**src/rtl/t03_memory_arbiter_pkg.sv**
```systemverilog
// ---------------------------------------------------------------------------
// t03_mem_pkg
// Shared types and defaults for the memory arbiter slice.
//   arb_state_t : arbiter FSM states
//   grant_t     : which requester won the most recent grant
//   DEFAULT_*   : default timeout limit and timeout counter width
// ---------------------------------------------------------------------------
package t03_mem_pkg;

  typedef enum logic [2:0] {
    IDLE   = 3'd0,
    I_BUS  = 3'd1,
    I_FILL = 3'd2,
    D_BUS  = 3'd3,
    D_DONE = 3'd4
  } arb_state_t;

  typedef enum logic {
    GRANT_I = 1'b0,
    GRANT_D = 1'b1
  } grant_t;

  localparam int DEFAULT_TIMEOUT = 255;
  localparam int DEFAULT_CNT_W   = 8;

endpackage

```
**src/rtl/t03_memory_arbiter_if.sv**
```systemverilog
// ---------------------------------------------------------------------------
// t03_memory_arbiter_if
// External single-word memory bus.
//   bus_req   : bus cycle request (held until ack or abort)
//   bus_we    : write enable
//   bus_addr  : word/byte address
//   bus_wdata : write data
//   bus_sel   : byte enables
//   bus_rdata : read data, valid together with bus_ack
//   bus_ack   : one-cycle transfer acknowledge
// master = arbiter side, slave = memory side.
// ---------------------------------------------------------------------------
interface t03_memory_arbiter_if;

  logic        bus_req;
  logic        bus_we;
  logic [31:0] bus_addr;
  logic [31:0] bus_wdata;
  logic [3:0]  bus_sel;
  logic [31:0] bus_rdata;
  logic        bus_ack;

  modport master (
    output bus_req, bus_we, bus_addr, bus_wdata, bus_sel,
    input  bus_rdata, bus_ack
  );

  modport slave (
    input  bus_req, bus_we, bus_addr, bus_wdata, bus_sel,
    output bus_rdata, bus_ack
  );

endinterface

```
**src/rtl/t03_memory_arbiter_bus_timeout.sv**
```systemverilog
// ---------------------------------------------------------------------------
// t03_bus_timeout
// Wait-cycle counter guarding one bus access.
//   clk, nrst : clock, asynchronous active-low reset
//   clear     : hold the count at zero (asserted whenever no access is open)
//   enable    : an access is open and was not acknowledged this cycle
//   expired   : this is the TIMEOUT-th unacknowledged cycle of the access
// expired is gated by enable, so an ack in the final cycle wins.
// ---------------------------------------------------------------------------
module t03_bus_timeout
  import t03_mem_pkg::*;
#(
  parameter int TIMEOUT = DEFAULT_TIMEOUT,
  parameter int CNT_W   = DEFAULT_CNT_W
) (
  input  logic clk,
  input  logic nrst,
  input  logic clear,
  input  logic enable,
  output logic expired
);

  // Count value seen during the last permitted wait cycle.
  localparam logic [CNT_W-1:0] LIMIT = CNT_W'(TIMEOUT - 1);

  logic [CNT_W-1:0] cnt;

  assign expired = enable && (cnt == LIMIT);

  always_ff @(posedge clk or negedge nrst) begin
    if (!nrst) begin
      cnt <= '0;
    end else if (clear) begin
      cnt <= '0;
    end else if (enable && !expired) begin
      cnt <= cnt + 1'b1;
    end
  end

endmodule

```
**src/rtl/t03_memory_arbiter.sv**
```systemverilog
// ---------------------------------------------------------------------------
// t03_memory_arbiter
// Owns the external memory bus and shares it between the instruction-cache
// miss path and the core load/store path. One word per transaction.
//   clk, nrst          : clock, asynchronous active-low reset
//   i_req, i_addr      : fetch miss pending / fetch address
//   i_fill, i_done     : one-cycle fill strobe / fetch-complete pulse
//   i_instr            : fetched word, held until the next fetch completes
//   d_read, d_write    : load / store request (both high = store)
//   d_addr, d_wdata    : data address / store data
//   d_sel              : byte enables
//   d_rdata            : load data, held until the next load completes
//   d_done             : one-cycle data-complete pulse
//   err                : one-cycle pulse with i_done/d_done on a timed-out access
//   bus                : memory bus, master side
// All outputs decode registered state and latches only.
// ---------------------------------------------------------------------------
module t03_memory_arbiter
  import t03_mem_pkg::*;
#(
  parameter int TIMEOUT = DEFAULT_TIMEOUT,
  parameter int CNT_W   = DEFAULT_CNT_W
) (
  input  logic                        clk,
  input  logic                        nrst,
  input  logic                        i_req,
  input  logic [31:0]                 i_addr,
  output logic                        i_fill,
  output logic [31:0]                 i_instr,
  output logic                        i_done,
  input  logic                        d_read,
  input  logic                        d_write,
  input  logic [31:0]                 d_addr,
  input  logic [31:0]                 d_wdata,
  input  logic [3:0]                  d_sel,
  output logic [31:0]                 d_rdata,
  output logic                        d_done,
  output logic                        err,
  t03_memory_arbiter_if.master        bus
);

  arb_state_t  state, state_n;
  grant_t      last_grant, last_grant_n;

  logic [31:0] lat_addr;
  logic [31:0] lat_wdata;
  logic [3:0]  lat_sel;
  logic        lat_we;

  logic        latch_i, latch_d;
  logic        capture_i, capture_d;
  logic [31:0] capture_word;
  logic        err_n;

  logic        d_any;
  logic        pick_i, pick_d;
  logic        in_bus;
  logic        tmo_expired;

  // On a tie the side that did not win last time is granted.
  assign d_any  = d_read | d_write;
  assign pick_d = d_any && (!i_req || (last_grant == GRANT_I));
  assign pick_i = i_req && !pick_d;

  assign in_bus = (state == I_BUS) || (state == D_BUS);

  t03_bus_timeout #(
    .TIMEOUT (TIMEOUT),
    .CNT_W   (CNT_W)
  ) u_timeout (
    .clk     (clk),
    .nrst    (nrst),
    .clear   (!in_bus),
    .enable  (in_bus && !bus.bus_ack),
    .expired (tmo_expired)
  );

  // Next-state and capture decisions
  always_comb begin
    state_n      = state;
    last_grant_n = last_grant;
    latch_i      = 1'b0;
    latch_d      = 1'b0;
    capture_i    = 1'b0;
    capture_d    = 1'b0;
    capture_word = bus.bus_rdata;
    err_n        = 1'b0;

    case (state)
      IDLE: begin
        if (pick_d) begin
          state_n      = D_BUS;
          last_grant_n = GRANT_D;
          latch_d      = 1'b1;
        end else if (pick_i) begin
          state_n      = I_BUS;
          last_grant_n = GRANT_I;
          latch_i      = 1'b1;
        end
      end

      I_BUS: begin
        if (bus.bus_ack) begin
          capture_i = 1'b1;
          state_n   = I_FILL;
        end else if (tmo_expired) begin
          capture_i    = 1'b1;
          capture_word = 32'h0;
          err_n        = 1'b1;
          state_n      = I_FILL;
        end
      end

      I_FILL: state_n = IDLE;

      D_BUS: begin
        // Stores never disturb the held load data.
        if (bus.bus_ack) begin
          capture_d = !lat_we;
          state_n   = D_DONE;
        end else if (tmo_expired) begin
          capture_d    = !lat_we;
          capture_word = 32'h0;
          err_n        = 1'b1;
          state_n      = D_DONE;
        end
      end

      D_DONE: state_n = IDLE;

      default: state_n = IDLE;
    endcase
  end

  // Control and result registers
  always_ff @(posedge clk or negedge nrst) begin
    if (!nrst) begin
      state      <= IDLE;
      last_grant <= GRANT_I;
      err        <= 1'b0;
      i_instr    <= 32'h0;
      d_rdata    <= 32'h0;
    end else begin
      state      <= state_n;
      last_grant <= last_grant_n;
      err        <= err_n;
      if (capture_i) i_instr <= capture_word;
      if (capture_d) d_rdata <= capture_word;
    end
  end

  // Transaction latches, only observable while an access is open
  always_ff @(posedge clk) begin
    if (latch_d) begin
      lat_addr  <= d_addr;
      lat_wdata <= d_wdata;
      lat_sel   <= d_sel;
      lat_we    <= d_write;
    end else if (latch_i) begin
      lat_addr  <= i_addr;
      lat_sel   <= 4'hF;
      lat_we    <= 1'b0;
    end
  end

  // Output decode
  assign bus.bus_req   = in_bus;
  assign bus.bus_we    = (state == D_BUS) && lat_we;
  assign bus.bus_sel   = in_bus ? lat_sel : 4'h0;
  assign bus.bus_addr  = (state == I_BUS) ? {lat_addr[31:2], 2'b00} :
                         (state == D_BUS) ? lat_addr : 32'h0;
  assign bus.bus_wdata = (state == D_BUS) ? lat_wdata : 32'h0;

  assign i_fill = (state == I_FILL);
  assign i_done = (state == I_FILL);
  assign d_done = (state == D_DONE);

endmodule

```
**src/flat_wrapper.sv**
```systemverilog
// flat-port wrapper written by rule: the top's interface ports become plain ports
module t03_memory_arbiter_flat import t03_mem_pkg::*;
#(
  parameter int TIMEOUT = DEFAULT_TIMEOUT,
  parameter int CNT_W   = DEFAULT_CNT_W
)
  (clk, nrst, i_req, i_addr, i_fill, i_instr, i_done, d_read, d_write, d_addr, d_wdata, d_sel, d_rdata, d_done, err, bus_bus_req, bus_bus_we, bus_bus_addr, bus_bus_wdata, bus_bus_sel, bus_bus_rdata, bus_bus_ack);
  t03_memory_arbiter_if bus_i ();
  input  logic clk;
  input  logic nrst;
  input  logic i_req;
  input  logic [31:0] i_addr;
  output logic i_fill;
  output logic [31:0] i_instr;
  output logic i_done;
  input  logic d_read;
  input  logic d_write;
  input  logic [31:0] d_addr;
  input  logic [31:0] d_wdata;
  input  logic [3:0] d_sel;
  output logic [31:0] d_rdata;
  output logic d_done;
  output logic err;
  output wire logic [$bits(bus_i.bus_req)-1:0] bus_bus_req;
  output wire logic [$bits(bus_i.bus_we)-1:0] bus_bus_we;
  output wire logic [$bits(bus_i.bus_addr)-1:0] bus_bus_addr;
  output wire logic [$bits(bus_i.bus_wdata)-1:0] bus_bus_wdata;
  output wire logic [$bits(bus_i.bus_sel)-1:0] bus_bus_sel;
  input wire logic [$bits(bus_i.bus_rdata)-1:0] bus_bus_rdata;
  input wire logic [$bits(bus_i.bus_ack)-1:0] bus_bus_ack;
  assign bus_bus_req = bus_i.bus_req;
  assign bus_bus_we = bus_i.bus_we;
  assign bus_bus_addr = bus_i.bus_addr;
  assign bus_bus_wdata = bus_i.bus_wdata;
  assign bus_bus_sel = bus_i.bus_sel;
  assign bus_i.bus_rdata = bus_bus_rdata;
  assign bus_i.bus_ack = bus_bus_ack;
  t03_memory_arbiter #(.TIMEOUT(TIMEOUT), .CNT_W(CNT_W)) u_core (.clk(clk), .nrst(nrst), .i_req(i_req), .i_addr(i_addr), .i_fill(i_fill), .i_instr(i_instr), .i_done(i_done), .d_read(d_read), .d_write(d_write), .d_addr(d_addr), .d_wdata(d_wdata), .d_sel(d_sel), .d_rdata(d_rdata), .d_done(d_done), .err(err), .bus(bus_i));
endmodule
```
**config.mk**
```make
export PLATFORM = sky130hd
export DESIGN_NAME = t03_memory_arbiter_flat
export DESIGN_NICKNAME = d
export VERILOG_FILES = /design/src/rtl/t03_memory_arbiter_pkg.sv /design/src/rtl/t03_memory_arbiter_if.sv /design/src/rtl/t03_memory_arbiter_bus_timeout.sv /design/src/rtl/t03_memory_arbiter.sv /design/src/flat_wrapper.sv
export SDC_FILE = /design/constraint.sdc
export NUM_CORES = 1
export LEC_CHECK = 0
export ABC_AREA = 1
export ABC_CLOCK_PERIOD_IN_PS = 2700
export CAP_MARGIN = 20
export CORE_MARGIN = 8
export CORE_UTILIZATION = 44
export CTS_BUF_LIST = sky130_fd_sc_hd__clkbuf_8
export DETAILED_ROUTE_END_ITERATION = 16
export HOLD_SLACK_MARGIN = 0.02
export PLACE_DENSITY = 0.82
export SETUP_SLACK_MARGIN = 0.05
export SYNTH_ARGS = -nofsm -noshare
export SYNTH_HDL_FRONTEND = slang
export SYNTH_SLANG_ARGS = --single-unit
```
**constraint.sdc**
```tcl
create_clock -name clk -period 2.7 [get_ports clk]
set_input_delay 0.54 -clock clk [delete_from_list [all_inputs] [get_ports clk]]
set_output_delay 0.54 -clock clk [all_outputs]
set_load 0.05 [all_outputs]
```
==> results.md, run 1 <==
* Run status: finished, final reports clean
* Antenna violations before repair at 0
* Final routed wirelength across all metal layers at 19800 um
* Min-delay worst type: in2async
* Placer congestion estimate at 0.800
* Count of endpoints failing setup in the final report at 0
* TNS Setup at 0 ps
* Boundary Pins at 276
* TritonCTS Buffers at 17
* Drt via density at 4.87
* Root Driver: sky130_fd_sc_hd__clkbuf_8
* Total track usage at 21.0%
* Final worst-path cycle share at 94.8%
* Wire length of the first global-routing pass at 30600 um
* Worst vdd ir at 0.616 mV
* LEAKAGE at 4.73 nW
* Count of maximum capacitance violations at 0
* Starting DRT DRC Count at 400
* Syn-to-layout area delta at 48.6%
* Largest area contributor in the netlist: sky130_fd_sc_hd__edfxtp_1
* Placement row count at 44
* ANT nets after route at 0
* Number of hold-repair buffers added at the cts stage at 0
* Class of the most critical setup path: reg2out
* Largest net degree at the start of global routing at 78
* EDFF count, synth at 69
* Met2 Resource Use GR at 35.7%
* Startpoint type of the worst setup path: flip-flop
* Cell Pwr Density at roughly 1300 mW/mm^2
* Die X-Extent at 138 um
* Grt peak-use layer: met2
* Clock transition at path regs at 90 ps
* Most used DFF post-synth: sky130_fd_sc_hd__dfrtp_1
* Total clock sinks at ~150
* Data required time of the worst path at 2160 ps
* Port bufs at 275
* Synth Cell Area at 0.00652 sq mm
* Sequential cell area fraction in the yosys report at 61.3%
* Unrepaired setup endpoints after global routing: false
* Share of final-layout standard cells stronger than drive strength 1 at 13.5%
* Met1 routing resource usage after global routing at 23.5%
* Die boundary height at 138 um
* Core box area at 0.0145 sq mm
* Remaining global-route overflow at 0
* Hold violation total from the final report at 0
* Gate Count Post-Synth at between 700 and 800
* Tightest hold margin at 112 ps
* Average wire per cell in the routed design at 16.9 um
* Highest net fanout along the worst path at 8
* Clock Tree Buf Depth at 2
* Per-instance average area after synthesis at 9.18 sq um
* Share of synthesized flip-flops with an asynchronous set or reset at 52.7%
* Worst slew margin relative to its limit at 55.5%
* Max-slew violation count at 0
* Biggest area contributors in the synthesized netlist: sky130_fd_sc_hd__edfxtp_1, sky130_fd_sc_hd__dfrtp_1, sky130_fd_sc_hd__nand2_1
* Slew of the pin with the lowest slew margin at 665 ps
* Ant. Diodes at 0
* Starting density of the core at 44.9%
* Final setup slack of the worst path at 140 ps
* Share of the synthesized area in the top cell type at 31.8%
* FILL cells at between 1000 and 1500
* TritonCTS clock tree: built
* Vias in the first global route at 5587
* H-Tree Level Count at 4
* Die Outline Area at about 0.019 sq mm
* Syn Nets at 851
* Clock latency on the worst-skew pair at 440 ps
* Final net count at 1113
* Synth warn at 0
* Data arrival time of the critical path at 2020 ps
* Clock skew at between 15 and 20 ps
* FF+latch count, synth at 146
* Endpoint kind of the worst setup timing path: output port
* Fmax at 391 MHz
* Total DRC errors in the routed layout at 0
* HPWL Detailed at 14500 um
* Pre-CTS setup slack at between 300 and 400 ps
* Minimum clock period after layout at 2560 ps
* GR Layer Usage met3 at 9.30%
* Unique cell type count in the Yosys netlist at 28
* Overall via count from detail_route at 5701
* Drt pass-1 iters at 4
## registers in the layout (all words and copies together), names as in the netlist
| name | cells |
|---|---|
| u_core.u_timeout.cnt | 8 |
| u_core.i_instr | 32 |
| u_core.lat_addr | 32 |
| u_core.err | 1 |
| u_core.lat_we | 1 |
| u_core.last_grant | 1 |
| u_core.lat_wdata | 32 |
| u_core.lat_sel | 4 |
| u_core.state | 3 |
| u_core.d_rdata | 32 |
## per-stage QoR
step	cell area, sq um	utilization [%]	std cells	total power [mW]
global placement	9200	63.3	1138	10.6
floorplan	6520	-	711	8.26
global route	9690	66.7	1170	13.3
detailed placement	9200	63.3	1138	10.7
CTS	9690	66.7	1170	12.8
finish	9690	66.7	1170	12.6
## critical path, stage by stage (launching register included)
cell                              delay [ps]
sky130_fd_sc_hd__dfrtp_1                 470
sky130_fd_sc_hd__inv_2                    90
sky130_fd_sc_hd__nor2_8                  160
sky130_fd_sc_hd__clkdlybuf4s50_1         860
## final cells by class
class                      instances  area [sq um]  share of cell area, %
clock buffer                      19           262                   2.70
clock inverter                    13           229                   2.36
inverter                          82           308                   3.18
multi-input combinational        442          1990                   20.5
sequential                       146          4000                   41.2
tap                              184           230                   2.37
timing repair buffer             284          2680                   27.6
## cells in the final DEF (no fill, tap or decap), drive strengths merged
| cell type | instances |
|---|---|
| nand3b | 1 |
| dfrtp | 77 |
| or2 | 5 |
| o21ai | 1 |
| inv | 86 |
| nor3 | 2 |
| edfxtp | 69 |
| nor2 | 81 |
| buf | 80 |
| dlymetal6s2s | 1 |
| clkinv | 2 |
| dlygate4sd2 | 2 |
| clkinvlp | 1 |
| o21bai | 1 |
| bufinv | 6 |
| nand2 | 265 |
| nand4 | 67 |
| clkdlybuf4s50 | 201 |
| nand3 | 11 |
| a21oi | 3 |
| clkbuf | 19 |
| ha | 2 |
| xor2 | 3 |
## kinds of logic (layout without fill, tap and decap cells)
logic type / Yosys count / in the layout / synth area share (%)
DFF: 146 / 146 / 61.3
AOI/OAI and AO/OA: 5 / 5 / 0.595
and+or+nand+nor: 432 / 432 / 29.1
xor gates and xnor gates: 3 / 3 / 0.403
buffers and inverters: 123 / 398 / 8.21
adders and majority gates: 2 / 2 / 0.384
## metal layers
layer,up-vias,share of wire [%]
li1,2788,-
met1,2682,37
met2,219,51
met3,12,11
met4,0,1.3
met5,-,0
## where the power goes
part | switching (mW) | internal [mW]
sequential | 0.415 | 3.34
combinational | 4.85 | 1.96
clock | 0.836 | 1.25
## final timing paths
| path | start | end | slack (ps) | cells past startpoint |
|---|---|---|---|---|
| max | u_core.state[0]$_DFFE_PN0P_ | bus_bus_req | 140 | 3 |
| min | nrst | u_core.d_rdata[10]$_DFFE_PN0P_ | 110 | 2 |
| max reg2reg | u_core.state[1]$_DFFE_PN0P_ | u_core.lat_addr[8]$_DFFE_PP_ | 610 | 4 |
| min reg2reg | u_core.i_instr[14]$_DFFE_PN0P_ | u_core.i_instr[14]$_DFFE_PN0P_ | 470 | 2 |
| max in group asynchronous | nrst | u_core.state[1]$_DFFE_PN0P_ | 2270 | 2 |
| min in group clk | bus_bus_ack | u_core.state[2]$_DFFE_PN0P_ | 470 | 3 |
## synthesized netlist by cell type, drive strengths merged, types with 3 or more instances
cell type  number
inv            82
a21oi           3
xor2            3
edfxtp         69
nand3          11
nand2         265
buf            28
dfrtp          77
nand4          67
clkbuf         13
nor2           81
or2             5
## timing repair
item                                   4_1_cts  5_1_grt
endpoints found under the hold margin        0        0
resized for setup                            2        1
setup endpoints to repair                    2        1
setup buffers                                0        0
No activity file was read; power rests on OpenSTA's default activity.
==> run 2: changes to the inputs <==
SETUP_SLACK_MARGIN = default   (was 0.05)
==> results.md, run 2 (synthesis gave the netlist of run 1 again) <==
* Run status: finished, final reports clean
* Die boundary height at 138 um
* Highest net fanout along the worst path at 8
* Core box area at 0.0145 sq mm
* Placer congestion estimate at 0.800
* Part of the total power dissipated in the clock network at 16.5%
* Startpoint type of the worst setup path: flip-flop
* FILL cells at roughly 1200
* Combinational share of power at 53.8%
* Kind of cell adding the most delay to the critical path: buffers and inverters
* Cell Pwr Density at around 1300 mW/mm^2
* TritonCTS clock tree: built
* Remaining global-route overflow at 0
* Top library cells by usage in the layout, fill and taps aside: sky130_fd_sc_hd__nand2_1, sky130_fd_sc_hd__clkdlybuf4s50_1, sky130_fd_sc_hd__inv_1
* Boundary Pins at 276
* Hold violation total from the final report at 0
* Worst slew margin relative to its limit at a little under three fifths
* LEAKAGE at 4.76 nW
* Data arrival time of the critical path at 2020 ps
* Post-Layout Inst Area at 0.00970 sq mm
* H-Tree Level Count at 4
* Total clock sinks at 146
* Endpoint kind of the worst setup timing path: output port
* Internal power summed over all cells at between 6 and 7 mW
* Data required time of the worst path at 2160 ps
* Number of hold-repair buffers added at the cts stage at 0
* Register Area at 0.00400 sq mm
* Die Outline Area at between 0.015 and 0.02 sq mm
* Drt via density at 4.87
* Final core area utilization at between 60% and 70%
* Worst vdd ir at 0.616 mV
* R2R setup slack at between 600 and 700 ps
* Syn-to-layout area delta at 48.7%
* Final worst-path cycle share at 94.8%
* Vias in the first global route at about 5600
* Total track usage at 21.0%
* Starting density of the core at 44.9%
* CP max stage delay at 860 ps
* Clock skew at between 15 and 20 ps
* Non-filler cells in the finished layout at 1170
* Post-layout power at 12.7 mW
* Root Driver: sky130_fd_sc_hd__clkbuf_8
* Total area of multi-input combinational cells at 0.00199 sq mm
* Starting DRT DRC Count at 400
* Leading cell type in the layout, fill and taps excluded: sky130_fd_sc_hd__nand2_1
* Share of final-layout standard cells stronger than drive strength 1 at 13.5%
* Beginning of the worst register-to-register path: u_core.state[1]$_DFFE_PN0P_
* Clock transition at path regs at 90 ps
* Port bufs at 275
* Switching Power at 6.10 mW
* Fmax at 391 MHz
* End of the worst register-to-register path: u_core.lat_addr[8]$_DFFE_PP_
* TritonCTS Buffers at 17
* Final net count at 1113
* Clock Tree Buf Depth at 2
* Cell Chain, Critical Path: inv_2, nor2_8, clkdlybuf4s50_1
* Die X-Extent at around 140 um
* Antenna violations before repair at 0
* Minimum clock period after layout at 2560 ps
* Largest net degree at the start of global routing at between 70 and 80
* Max-slew violation count at 0
* TNS Setup at 0 ps
* Overall via count from detail_route at 5700
* Number of buffer and inverter instances along the worst setup path at 2
* Placed Instance Area at about 0.0092 sq mm
* Unrepaired setup endpoints after global routing: false
* Number of cell instances on the worst register-to-register path at 4
* Drt pass-1 iters at 4
* Fraction of power consumed by sequential logic at 29.7%
* Min-delay worst type: in2async
* Count of endpoints failing setup in the final report at 0
* Number of post-CTS setup repair buffers at 0
* Slowest cell on the critical path: sky130_fd_sc_hd__clkdlybuf4s50_1
* Switching power as a share of total power at 48.2%
* Clock latency on the worst-skew pair at 440 ps
* Count of instances resized after the clock tree is built at 0
* Total DRC errors in the routed layout at 0
* ANT nets after route at 0
* Placement row count at 44
* Wire length of the first global-routing pass at 30600 um
* Cell Count Post-Placement at 1138
* Count of maximum capacitance violations at 0
* Ant. Diodes at 0
* HPWL Detailed at ~14000 um
* Slew of the pin with the lowest slew margin at 665 ps
* Final routed wirelength across all metal layers at 19800 um
* Class of the most critical setup path: reg2out
* Average wire per cell in the routed design at ~17 um
-- run 2: per-layer routing --
layer | GRT usage, % | up-vias | part of all wire (%)
met4 | 5.91 | 0 | 1.3
met2 | 35.7 | 219 | 51
met1 | 23.5 | 2681 | 37
met3 | 9.30 | 12 | 11
met5 | 0 | - | 0
li1 | - | 2788 | -
-- run 2: metrics by stage --
stage | setup WS, ps | hold slack [ps]
2_1_floorplan | 367 | 244
3_3_place_gp | 403 | 453
3_5_place_dp | 346 | 457
4_1_cts | 14.5 | 107
5_1_grt | 59.7 | 121
6_report | 140 | 112
-- run 2: worst max path at each step --
stage | startpoint | endpoint | slack, ps | cells after the start
3_5_place_dp | d_write | u_core.lat_addr[3]$_DFFE_PP_ | 350 | 6
3_3_place_gp | d_write | u_core.lat_addr[9]$_DFFE_PP_ | 400 | 6
5_1_grt | u_core.state[0]$_DFFE_PN0P_ | bus_bus_req | 60 | 3
2_1_floorplan | u_core.state[0]$_DFFE_PN0P_ | bus_bus_addr[0] | 370 | 5
6_report | u_core.state[0]$_DFFE_PN0P_ | bus_bus_req | 140 | 3
4_1_cts | u_core.state[2]$_DFFE_PN0P_ | i_done | 10 | 4
-- run 2: power groups by stage --
stage          Clock, mW  Sequential [mW]  Combinational (mW)
6_report            2.08             3.76                6.81
2_1_floorplan          0             5.36                2.90
4_1_cts             2.12             3.76                6.90
3_3_place_gp           0             3.76                6.80
5_1_grt             2.20             3.85                7.24
3_5_place_dp           0             3.80                6.88
-- run 2: cell type report --
type	instances	area share (%)
Multi-Input combinational cell	442	20.5
Inverter	82	3.17
Sequential cell	146	41.2
Timing Repair Buffer	284	27.7
Tap cell	184	2.37
Clock inverter	13	2.36
Clock buffer	19	2.70
==> run 3: changes to the inputs <==
SLEW_MARGIN = 20   (was default)
==> results of run 3 <==
Final layout, timing and power as in run 2 (identical DEF).
